===== src/rtl/vga_scanout_if.sv =====
// Framebuffer read port shared by vga_scanout (master) and the framebuffer RAM (slave).
interface vga_scanout_if;
   logic [7:0] rd_addr_X;
   logic [6:0] rd_addr_Y;
   logic [2:0] rd_data;

   modport master (output rd_addr_X, output rd_addr_Y, input rd_data);
   modport slave  (input rd_addr_X, input rd_addr_Y, output rd_data);
endinterface


===== src/rtl/vga_scanout.sv =====
// 640x480@60 VGA scan-out of a 160x120 3-bit framebuffer, each stored pixel shown 4x4.
// Optional colour-bar generator enabled by defining VGA_SCANOUT_TEST_PATTERN_EN.
module vga_scanout #(
   parameter int H_VISIBLE = 640,
   parameter int H_FRONT   = 16,
   parameter int H_SYNC    = 96,
   parameter int H_BACK    = 48,
   parameter int V_VISIBLE = 480,
   parameter int V_FRONT   = 10,
   parameter int V_SYNC    = 2,
   parameter int V_BACK    = 33
) (
   input  logic          clock,
   input  logic          resetn,
   vga_scanout_if.master fb,
`ifdef VGA_SCANOUT_TEST_PATTERN_EN
   input  logic          test_pattern,
`endif
   output logic          vga_clk,
   output logic [7:0]    vga_r,
   output logic [7:0]    vga_g,
   output logic [7:0]    vga_b,
   output logic          hsync_n,
   output logic          vsync_n,
   output logic          blank_n,
   output logic          frame_start
);

   localparam logic [9:0] H_VIS     = 10'(H_VISIBLE);
   localparam logic [9:0] H_SYNC_LO = 10'(H_VISIBLE + H_FRONT);
   localparam logic [9:0] H_SYNC_HI = 10'(H_VISIBLE + H_FRONT + H_SYNC - 1);
   localparam logic [9:0] H_LAST    = 10'(H_VISIBLE + H_FRONT + H_SYNC + H_BACK - 1);
   localparam logic [9:0] V_VIS     = 10'(V_VISIBLE);
   localparam logic [9:0] V_SYNC_LO = 10'(V_VISIBLE + V_FRONT);
   localparam logic [9:0] V_SYNC_HI = 10'(V_VISIBLE + V_FRONT + V_SYNC - 1);
   localparam logic [9:0] V_LAST    = 10'(V_VISIBLE + V_FRONT + V_SYNC + V_BACK - 1);

   logic       vga_clk_r;
   logic [9:0] h_count_r;
   logic [9:0] v_count_r;
   logic [9:0] h_next_s;
   logic [9:0] v_next_s;
   logic       tick_s;
   logic       visible_s;
   logic       hsync_s;
   logic       vsync_s;
   logic       first_pixel_s;
   logic [2:0] colour_s;
   logic [2:0] colour_r;
   logic       hsync_n_r;
   logic       vsync_n_r;
   logic       blank_n_r;
   logic       frame_start_r;

   // A tick is the edge where the divided pixel clock falls.
   assign tick_s = vga_clk_r;

   // Raster counter successor values.
   always_comb begin
      h_next_s = h_count_r;
      v_next_s = v_count_r;
      if (h_count_r == H_LAST) begin
         h_next_s = 10'd0;
         if (v_count_r == V_LAST) begin
            v_next_s = 10'd0;
         end else begin
            v_next_s = v_count_r + 10'd1;
         end
      end else begin
         h_next_s = h_count_r + 10'd1;
         v_next_s = v_count_r;
      end
   end

   // Decode of the current counter position into visibility, sync and colour.
   always_comb begin
      visible_s     = (h_count_r < H_VIS) && (v_count_r < V_VIS);
      hsync_s       = (h_count_r >= H_SYNC_LO) && (h_count_r <= H_SYNC_HI);
      vsync_s       = (v_count_r >= V_SYNC_LO) && (v_count_r <= V_SYNC_HI);
      first_pixel_s = (h_count_r == 10'd0) && (v_count_r == 10'd0);
      colour_s      = 3'd0;
      if (visible_s) begin
`ifdef VGA_SCANOUT_TEST_PATTERN_EN
         if (test_pattern) begin
            colour_s = h_count_r[9:7];
         end else begin
            colour_s = fb.rd_data;
         end
`else
         colour_s = fb.rd_data;
`endif
      end else begin
         colour_s = 3'd0;
      end
   end

   // Address leads the registered outputs by one pixel so the RAM can answer on the mid-pixel edge.
   assign fb.rd_addr_X = visible_s ? h_count_r[9:2] : 8'd0;
   assign fb.rd_addr_Y = visible_s ? v_count_r[8:2] : 7'd0;

   // Pixel clock divider, raster counters and registered VGA outputs.
   always_ff @(posedge clock) begin
      if (!resetn) begin
         vga_clk_r     <= 1'b0;
         h_count_r     <= 10'd0;
         v_count_r     <= 10'd0;
         hsync_n_r     <= 1'b1;
         vsync_n_r     <= 1'b1;
         blank_n_r     <= 1'b0;
         colour_r      <= 3'd0;
         frame_start_r <= 1'b0;
      end else begin
         vga_clk_r     <= ~vga_clk_r;
         frame_start_r <= tick_s && first_pixel_s;
         if (tick_s) begin
            h_count_r <= h_next_s;
            v_count_r <= v_next_s;
            hsync_n_r <= ~hsync_s;
            vsync_n_r <= ~vsync_s;
            blank_n_r <= visible_s;
            colour_r  <= colour_s;
         end
      end
   end

   assign vga_clk     = vga_clk_r;
   assign vga_r       = {8{colour_r[2]}};
   assign vga_g       = {8{colour_r[1]}};
   assign vga_b       = {8{colour_r[0]}};
   assign hsync_n     = hsync_n_r;
   assign vsync_n     = vsync_n_r;
   assign blank_n     = blank_n_r;
   assign frame_start = frame_start_r;

endmodule


===== src/flat_wrapper.sv =====
// flat-port wrapper written by rule: the top's interface ports become plain ports
module vga_scanout_flat 
#(
   parameter int H_VISIBLE = 640,
   parameter int H_FRONT   = 16,
   parameter int H_SYNC    = 96,
   parameter int H_BACK    = 48,
   parameter int V_VISIBLE = 480,
   parameter int V_FRONT   = 10,
   parameter int V_SYNC    = 2,
   parameter int V_BACK    = 33
)
  (clock, resetn, vga_clk, vga_r, vga_g, vga_b, hsync_n, vsync_n, blank_n, frame_start, fb_rd_addr_X, fb_rd_addr_Y, fb_rd_data);
  vga_scanout_if fb_i ();
  input  logic clock;
  input  logic resetn;
  output logic vga_clk;
  output logic [7:0] vga_r;
  output logic [7:0] vga_g;
  output logic [7:0] vga_b;
  output logic hsync_n;
  output logic vsync_n;
  output logic blank_n;
  output logic frame_start;
  output wire logic [$bits(fb_i.rd_addr_X)-1:0] fb_rd_addr_X;
  output wire logic [$bits(fb_i.rd_addr_Y)-1:0] fb_rd_addr_Y;
  input wire logic [$bits(fb_i.rd_data)-1:0] fb_rd_data;
  assign fb_rd_addr_X = fb_i.rd_addr_X;
  assign fb_rd_addr_Y = fb_i.rd_addr_Y;
  assign fb_i.rd_data = fb_rd_data;
  vga_scanout #(.H_VISIBLE(H_VISIBLE), .H_FRONT(H_FRONT), .H_SYNC(H_SYNC), .H_BACK(H_BACK), .V_VISIBLE(V_VISIBLE), .V_FRONT(V_FRONT), .V_SYNC(V_SYNC), .V_BACK(V_BACK)) u_core (.clock(clock), .resetn(resetn), .fb(fb_i), .vga_clk(vga_clk), .vga_r(vga_r), .vga_g(vga_g), .vga_b(vga_b), .hsync_n(hsync_n), .vsync_n(vsync_n), .blank_n(blank_n), .frame_start(frame_start));
endmodule

===== config.mk =====
export PLATFORM = sky130hd
export DESIGN_NAME = vga_scanout_flat
export DESIGN_NICKNAME = d
export VERILOG_FILES = /design/src/rtl/vga_scanout_if.sv /design/src/rtl/vga_scanout.sv /design/src/flat_wrapper.sv
export SDC_FILE = /design/constraint.sdc
export NUM_CORES = 1
export LEC_CHECK = 0
export BUFFER_PORTS_ARGS = -buffer_cell sky130_fd_sc_hd__buf_4
export CAP_MARGIN = 10
export CORE_ASPECT_RATIO = 0.6
export CORE_MARGIN = 10
export CORE_UTILIZATION = 55
export DETAILED_ROUTE_END_ITERATION = 6
export PLACE_DENSITY = 0.82
export SETUP_SLACK_MARGIN = 0.2
export SYNTH_ARGS = -nofsm -noshare
export SYNTH_HDL_FRONTEND = slang
export SYNTH_SLANG_ARGS = --single-unit

===== constraint.sdc =====
create_clock -name clock -period 2.7 [get_ports clock]
set_input_delay 0.54 -clock clock [delete_from_list [all_inputs] [get_ports clock]]
set_output_delay 0.54 -clock clock [all_outputs]
set_load 0.01 [all_outputs]

==> impl_metrics.yaml, run 1 <==
clocking:
  holdBufCountCts: 0
  cts_resized: 0
  cts.sinks: 28
  cts.clk_slew.worst_paths_ns: 0.10
  insertion_delay_ns: 0.28
  cts_tree: "done"
  root_buffer: "clkbuf_8"
  cts_setup_buffers: 0
  ctsLongestPathBuffers: 2
  numCtsBuffers: 3
  htreeDepth: 1
yosys:
  synth-xor-area-share_pct: 6.91
  synth_cells: 189
  syn_avg_cell_area_um2: 8.71
  synth-seq-cells: 28
  synth_compound_area_share_pct: 9.19
  synth_fp_nets: 199
  synth_top_family_by_area: "simple AND/OR/NAND/NOR gates"
  seq_area_frac_synth_pct: 34.0
  synth_fa_ha_area_share_pct: 3.80
  synthMuxAreaShare_pct: 0.608
  synth_warnings: 0
  syn_area_um2: 1650
  ys_types: 43
  yosys.area_share.simple_pct: 31.5
grt:
  grt_pass1_vias: 1375
  grt-ovfl-total: 0
  use_met1_pct: 18.8
  grt_use_met3_pct: 5.52
  grtUsageTotal_pct: 14.6
  busiest_layer: "met2"
  antenna_found_initial: 0
  grt_first_pass_wirelength_mm: 6.97
  grt_max_degree: 21
  grtUsageMet2_pct: 22.9
power:
  ir_drop_v: 0.000298
  powerDensity_nw_per_um2: 439
  p_leak_nw: 0.823
sta:
  tns_ns: 0
  hold_violations: 0
  maxSlewViolCount: 0
  fin_crit_sh_pct: 83.1
  setup_violations: 0
  max_freq_ghz: 0.446
  tightestPinTransition_ns: 0.523
  rsz0062_at_grt: "false"
  period_minus_slack_ns: 2.24
  finClkSkew_ns: 0.00544
  worst_slack_ns: 0.457
  maxSlewHeadroom_pct: 64.8
worst_setup_path:
  critPathMostFrequentCell: "buf_4"
  rr_worst_depth: 5
  crit_type: "flip-flop to output port"
  slowest_delay_ns: 0.47
  cp_max_fo: 19
  cp.arrival_ns: 1.70
  cp.required_ns: 2.16
  crit_chain: "and4_1 -> nor3_1 -> buf_4 -> and2_1 -> buf_4"
  setup.worst_path.end_class: "output port"
  startpoint_type: "flip-flop"
  slowest_stage: "dfxtp_1"
floorplanning:
  dieArea_um2: 5650
  core_area_um2: 2870
  num_rows: 15
  start_util_pct: 57.3
  fp.dieW_um: 90.6
  ioPinCount: 49
  die_y_um: 62.4
place:
  dp_worst_setup_slack_ns: 0.589
  gp_congestion: 0.928
  port_buffers: 48
  dpl.hpwl_mm: 3.14
detailed_routing:
  routed_via_density: 5.52
  routed_wl_mm: 4.26
  wl_per_cell_um: 16.7
  ant_nets: 0
  firstDrtPassIters: 4
  drcViolationCount: 0
  vias: 1407
  drt-initial-drc-count: 133
final_layout:
  n_antenna_cell: 0
  layout_common_cells: "buf_4 (50), dfxtp_1 (28), and2_1 (18)"
  layout-drive-gt1-share_pct: 26.3
  mostFrequentLayoutCell: "buf_4"
  final_nets: 224
  area_growth_pct: 17.6
flow_run:
  drv_cap: 0
status:
  status: "complete, no violations"
hold_path:
  min_path_type: "flip-flop to flip-flop"
  hold_depth: 2
[final timing paths]
kind	startpoint	to	slack, ns
max	u_core.v_count_r[6]$_SDFFE_PN0P_	fb_rd_addr_X[2]	0.46
max reg2reg	u_core.h_count_r[0]$_SDFFE_PN0P_	u_core.v_count_r[0]$_SDFFE_PN0P_	0.55
min	u_core.vsync_n$_SDFFE_PN1P_	u_core.vsync_n$_SDFFE_PN1P_	0.50
min reg2reg	u_core.vsync_n$_SDFFE_PN1P_	u_core.vsync_n$_SDFFE_PN1P_	0.50
[layer usage]
metal | vias up | wire length, um | share of wire, %
li1 | 686 | - | -
met1 | 661 | 1840 | 43
met2 | 56 | 2010 | 47
met3 | 4 | 379 | 8.9
met4 | 0 | 23 | 0.54
met5 | - | 0 | 0
[synthesized netlist by cell type]
library cell  number  area, um2
clkbuf_1           3       11.3
o311ai_0           2       17.5
o2111a_1           1       11.3
nor3_1             2       10.0
o211ai_1           1       7.51
or4_1              1       7.51
a21boi_0           4       30.0
buf_6              2       22.5
and4_1             3       26.3
nor4_2             1       12.5
o41ai_1            1       8.76
nor4_1             3       18.8
nor2b_1            4       25.0
nor2_1            16       60.1
o21a_1             1       7.51
o32ai_1            1       8.76
o221ai_1           1       8.76
mux2i_1            1       10.0
nand3_1           10       50.1
buf_4             21        158
xor2_1             3       26.3
or2_1              1       6.26
buf_2              3       15.0
nand2_1            7       26.3
a22oi_1            1       7.51
nand2b_1           3       18.8
nand4_1            4       25.0
nand4_4            1       21.3
dfxtp_1           28        561
nand4bb_1          1       11.3
ha_1               5       62.6
inv_1              5       18.8
a21o_1             1       7.51
xnor2_1           10       87.6
o31ai_1            1       7.51
and3_1             4       25.0
o2111ai_1          1       8.76
nor4b_1            3       26.3
or3_1              3       18.8
o21ai_0            4       20.0
and2_1            18        113
buf_1              1       3.75
nand4b_1           2       17.5
[metrics by stage]
stage	instances	power (mW)	hold WS [ns]	utilization [%]	area, um2
4_1_cts	255	0.855	0.512	67.4	1940
3_5_place_dp	251	0.528	0.485	64.9	1860
5_1_grt	255	0.879	0.543	67.4	1940
6_report	255	0.849	0.504	67.4	1940
3_3_place_gp	251	0.525	0.467	64.9	1860
2_1_floorplan	189	0.501	0.463	-	1650
[registers in the layout, summed over array words and instances (netlist names)]
register / flops
u_core.frame_start: 1
u_core.blank_n: 1
u_core.hsync_n: 1
u_core.v_count_r: 10
u_core.h_count_r: 10
u_core.vsync_n: 1
u_core.colour_r: 3
u_core.vga_clk: 1
[critical path: cells and delay by family (launching register included)]
family / cells / cell delay [ns]
simple gates: 3 / 0.60
buf+inv: 2 / 0.34
flops: 1 / 0.47
[final cells by class]
cell class	count	area (um2)
Fill cell	254	936
Inverter	5	18.8
Timing Repair Buffer	50	375
Clock buffer	3	41.3
Multi-Input combinational cell	126	857
Sequential cell	28	561
Tap cell	42	52.6
Clock inverter	1	30.0
[power by group]
part / switching (mW) / leakage [nW] / internal, mW
Combinational: 0.0432 / 0.560 / 0.0433
Clock: 0.133 / 0.0357 / 0.199
Sequential: 0.0104 / 0.227 / 0.421
[kinds of logic (layout without fill, tap and decap cells)]
family,Yosys count,count (layout)
AND/OR/NAND/NOR,87,87
buffers and inverters,35,59
flip-flops,28,28
AO/OA/AOI/OAI,20,20
XOR/XNOR,13,13
adder cells (fa/ha/maj),5,5
multiplexers,1,1
(Power assumes the default switching activity.)
==> run 2, diff against run 1 <==
--- a/config.mk
+++ b/config.mk
@@ -9,9 +9,9 @@
 export CAP_MARGIN = 10
 export CORE_ASPECT_RATIO = 0.6
 export CORE_MARGIN = 10
-export CORE_UTILIZATION = 55
+export CORE_UTILIZATION = 51
 export DETAILED_ROUTE_END_ITERATION = 6
-export PLACE_DENSITY = 0.82
+export PLACE_DENSITY = 0.77
 export SETUP_SLACK_MARGIN = 0.2
 export SYNTH_ARGS = -nofsm -noshare
 export SYNTH_HDL_FRONTEND = slang
==> constraint.sdc (replaced) <==
create_clock -name clock -period 2.3 [get_ports clock]
set_input_delay 0.46 -clock clock [delete_from_list [all_inputs] [get_ports clock]]
set_output_delay 0.46 -clock clock [all_outputs]
set_load 0.01 [all_outputs]
==> run 2 against run 1 <==
  * First-iteration DRC count decreased by 42%
  * Power grew 18%
  * Flip-flop and latch count unchanged
  * Register-to-register slack got worse by 0.17 ns
  * Die area grew 5.7%
  * Critical endpoint is now fb_rd_addr_Y[0]
  * Largest power group unchanged
  * Highest routed layer unchanged
==> impl_metrics.yaml, run 2 (synthesis gave the netlist of run 1 again) <==
place:
  dpl.hpwl_mm: 3.33
  gp_congestion: 0.870
  port_buffers: 48
  dp.cells: 254
worst_setup_path:
  critPathMostFrequentCell: "buf_4"
  slowest_delay_ns: 0.38
  cp.required_ns: 1.84
  critical_path.startpoint: "u_core.h_count_r[8]$_SDFFE_PN0P_"
  crit_family: "flip-flops"
  rr_startpoint: "u_core.h_count_r[0]$_SDFFE_PN0P_"
  setup.worst_path.end_class: "output port"
  slowest_stage: "dfxtp_4"
  cp_max_fo: 8
  cp.arrival_ns: 1.58
  crit_type: "flip-flop to output port"
  worst-path-buf-inv: 2
  crit_chain: "o21a_1 -> nor3_4 -> buf_4 -> and2_1 -> buf_4"
  startpoint_type: "flip-flop"
final_layout:
  regArea_um2: 572
  final_nets: 230
  mostFrequentLayoutCell: "buf_4"
  reg.largest.list: "u_core.h_count_r: 10 flops, u_core.v_count_r: 10 flops, u_core.colour_r: 3 flops"
  fill_cells: 240
  n_antenna_cell: 0
  multi_input_area_um2: 881
  area_growth_pct: 22.6
  layout_common_cells: "buf_4 (55), dfxtp_1 (23), and2_1 (17)"
  layout-drive-gt1-share_pct: 32.9
  finalNonFillerCells: 261
detailed_routing:
  drcViolationCount: 0
  routed_wl_mm: 4.54
  routed_via_density: 5.53
  drt-initial-drc-count: 77
  firstDrtPassIters: 4
  ant_nets: 0
  wl_per_cell_um: 17.4
  vias: 1443
sta:
  hold_violations: 0
  tns_ns: 0
  rsz0062_at_grt: "true"
  maxSlewHeadroom_pct: 62.2
  max_freq_ghz: 0.490
  maxSlewViolCount: 0
  tightestPinTransition_ns: 0.563
  setup_violations: 0
  fin_crit_sh_pct: 88.8
  finClkSkew_ns: 0.00635
  period_minus_slack_ns: 2.04
clocking:
  ctsLongestPathBuffers: 2
  numCtsBuffers: 3
  holdBufCountCts: 0
  insertion_delay_ns: 0.28
  cts.clk_slew.worst_paths_ns: 0.10
  htreeDepth: 1
  cts.sinks: 28
  root_buffer: "clkbuf_8"
  cts_tree: "done"
grt:
  grt_first_pass_wirelength_mm: 7.13
  grt-ovfl-total: 0
  grt_pass1_vias: 1349
  grt_max_degree: 21
  grtUsageTotal_pct: 14.4
  antenna_found_initial: 0
floorplanning:
  core_area_um2: 2980
  dieArea_um2: 5980
  fp.dieW_um: 93.4
  num_rows: 15
  die_y_um: 64.0
  ioPinCount: 49
  start_util_pct: 55.2
flow_run:
  drv_cap: 0
power:
  ir_drop_v: 0.000341
  powerDensity_nw_per_um2: 495
  p_leak_nw: 0.863
  power.total_uw: 999
hold_path:
  min_path_type: "primary input to flip-flop"
  hold_start: "fb_rd_data[0]"
status:
  status: "complete, no violations"
## run 2: cell types whose count changed in the layout (fill, tap and decap cells not counted), sizes merged
cell | before | now
buf | 50 | 56
## run 2: stage by stage
step / cell area, um2 / utilization (%) / setup WS (ns) / hold slack [ns]
floorplan: 1650 / - / 0.344 / 0.463
finish: 2020 / 67.7 / 0.257 / 0.459
CTS: 1970 / 66.0 / 0.198 / 0.456
detailed placement: 1890 / 63.2 / 0.202 / 0.479
global route: 2020 / 67.7 / 0.163 / 0.458
global placement: 1890 / 63.2 / 0.286 / 0.463
## run 2: final cells by class
cell class / count / share of cell area, %
clock buffer: 3 / 2.04
clock inverter: 1 / 1.49
multi-input combinational: 126 / 43.6
inverter: 5 / 0.929
sequential: 28 / 28.3
timing repair buffer: 56 / 21.0
tap: 42 / 2.60
## run 2: worst paths after layout
check                                      to  slack (ns)  cells after the start
max                           fb_rd_addr_Y[0]        0.26                      5
min           u_core.colour_r[0]$_SDFFE_PN0P_        0.46                      3
max reg2reg  u_core.v_count_r[8]$_SDFFE_PN0P_        0.38                      5
min reg2reg       u_core.vsync_n$_SDFFE_PN1P_        0.50                      2
## run 2: what timing repair did
item / CTS / global route
gates resized for setup: 4 / 14
pin swaps: 0 / 2
endpoints found under the hold margin: 0 / 0
cloned: 0 / 1
setup buffers: 0 / 2
endpoints found under the setup margin: 15 / 19
## run 2: tightest hold or removal path, cell delays in order
cell and delay, ns:
buf_4 0.11, nand3_1 0.06, a21boi_0 0.07
## run 2: layer usage
layer	share of wire (%)	global-route usage (%)
met2	45	21.5
met3	11	4.90
met1	43	19.6
met5	0	0
met4	1.3	2.49
## run 2: power by group
part / switching (mW) / total (mW) / internal, mW / leakage (nW)
Combinational: 0.0513 / 0.102 / 0.0511 / 0.597
Sequential: 0.0121 / 0.504 / 0.492 / 0.230
Clock: 0.159 / 0.393 / 0.233 / 0.0357
Total: 0.223 / 0.999 / 0.776 / 0.863
==> run 3, diff against run 2 <==
--- a/config.mk
+++ b/config.mk
@@ -8,7 +8,6 @@
 export BUFFER_PORTS_ARGS = -buffer_cell sky130_fd_sc_hd__buf_4
 export CAP_MARGIN = 10
 export CORE_ASPECT_RATIO = 0.6
-export CORE_MARGIN = 10
 export CORE_UTILIZATION = 51
 export DETAILED_ROUTE_END_ITERATION = 6
 export PLACE_DENSITY = 0.77
==> run 3 against run 2 <==
  * Clock skew fell by 0.00054 ns
  * Largest cell class unchanged
  * Flip-flop and latch count did not move
  * First-iteration DRC count rose by 79%
==> impl_metrics.yaml, run 3 (synthesis gave the netlist of run 1 again) <==
detailed_routing:
  routed_via_density: 5.45
  drt-initial-drc-count: 138
  firstDrtPassIters: 4
  drcViolationCount: 0
  wl_per_cell_um: 15.9
  ant_nets: 0
  vias: 1418
  routed_wl_mm: 4.12
floorplanning:
  ioPinCount: 49
  dieArea_um2: 3470
  num_rows: 15
  core_area_um2: 2970
  die_y_um: 46.0
  fp.dieW_um: 75.4
  start_util_pct: 55.5
status:
  status: "complete, no violations"
worst_setup_path:
  startpoint_type: "flip-flop"
  crit_type: "flip-flop to output port"
  rr_worst_depth: 5
  setup.worst_path.end_class: "output port"
  cp.required_ns: 1.84
  cp.arrival_ns: 1.58
  cp_max_fo: 7
final_layout:
  reg.largest.list: "u_core.h_count_r: 10 flops, u_core.v_count_r: 10 flops, u_core.colour_r: 3 flops"
  fill_cells: 259
  n_antenna_cell: 0
  layout_common_cells: "buf_4 (54), dfxtp_1 (25), and2_1 (18)"
  layout-drive-gt1-share_pct: 30.7
  postLayoutCellArea_um2: 1980
  mostFrequentLayoutCell: "buf_4"
  fin_util_pct: 66.9
  area_growth_pct: 20.4
  final_nets: 229
grt:
  grt-ovfl-total: 0
  grtUsageTotal_pct: 23.7
  grt_first_pass_wirelength_mm: 5.93
  grt_pass1_vias: 1170
  antenna_found_initial: 0
  grt_max_degree: 21
power:
  ir_drop_v: 0.000282
  clockPowerShare_pct: 34.2
  switchingPower_uw: 221
  p_comb_share_pct: 10.8
  switching_share_pct: 24.0
  p_leak_nw: 0.849
  powerDensity_nw_per_um2: 464
  seq_power_share_pct: 55.0
  p_int_uw: 699
clocking:
  cts.clk_slew.worst_paths_ns: 0.10
  numCtsBuffers: 3
  cts_tree: "done"
  ctsLongestPathBuffers: 2
  cts.sinks: 28
  root_buffer: "clkbuf_8"
  htreeDepth: 1
  insertion_delay_ns: 0.28
sta:
  rsz0062_at_grt: "false"
  setup_violations: 0
  maxSlewViolCount: 0
  fin_crit_sh_pct: 88.9
  maxSlewHeadroom_pct: 58.8
  tns_ns: 0
  max_freq_ghz: 0.489
  fin_hold_ws_ns: 0.456
  period_minus_slack_ns: 2.04
  tightestPinTransition_ns: 0.612
  hold_violations: 0
  finClkSkew_ns: 0.00581
hold_path:
  hold_depth: 2
  min_path_type: "primary input to flip-flop"
place:
  port_buffers: 48
  placed_cell_area_um2: 1890
  gp_congestion: 0.840
  dpl.hpwl_mm: 2.87
flow_run:
  drv_cap: 0
[run 3: repair_timing]
action                                  in CTS  in global routing
resized for setup                            5                  7
setup buffers                                0                  1
endpoints found under the setup margin      19                 21
hold buffers                                 0                  0
pin swaps                                    0                  0
gates cloned                                 0                  1
[run 3: worst paths after layout]
path                               startpoint                          endpoint  slack (ns)
max reg2reg  u_core.h_count_r[0]$_SDFFE_PN0P_  u_core.v_count_r[8]$_SDFFE_PN0P_        0.32
min reg2reg       u_core.vsync_n$_SDFFE_PN1P_       u_core.vsync_n$_SDFFE_PN1P_        0.50
min                                    resetn       u_core.vsync_n$_SDFFE_PN1P_        0.46
max          u_core.v_count_r[8]$_SDFFE_PN0P_                   fb_rd_addr_Y[5]        0.26
[run 3: layer usage]
layer,vias to the layer above,wire (um),GRT usage [%]
met2,68,1910,36.4
met5,-,0,0
met3,4,336,5.31
li1,695,-,-
met4,0,16,4.81
met1,651,1860,34.1
[run 3: power groups by stage]
stage	combinational (mW)	sequential [mW]	clock, mW
global placement	0.0961	0.516	0
finish	0.0993	0.506	0.314
detailed placement	0.0999	0.517	0
CTS	0.100	0.506	0.317
global route	0.107	0.509	0.338
floorplan	0.0698	0.518	0
[run 3: cell type report]
type / instances / area [um2] / share of cell area [%]
clock buffers: 4 / 55.1 / 2.78
inverters: 5 / 18.8 / 0.946
multi-input cells: 126 / 876 / 44.2
flip-flops and latches: 28 / 564 / 28.5
well taps: 42 / 52.6 / 2.65
repair buffers: 55 / 417 / 21.0
[run 3: through the flow]
step | cells | power, mW | worst slack (ns)
floorplan | 189 | 0.588 | 0.344
global placement | 254 | 0.612 | 0.323
detailed placement | 254 | 0.617 | 0.181
CTS | 258 | 0.923 | 0.202
global route | 260 | 0.955 | 0.207
finish | 260 | 0.920 | 0.256
[run 3: worst max-delay path: stages (launching register included)]
cell and delay [ns]:
dfxtp_1 0.36, and4_4 0.23, nor3_4 0.23, buf_4 0.20, and2_1 0.15, buf_4 0.12
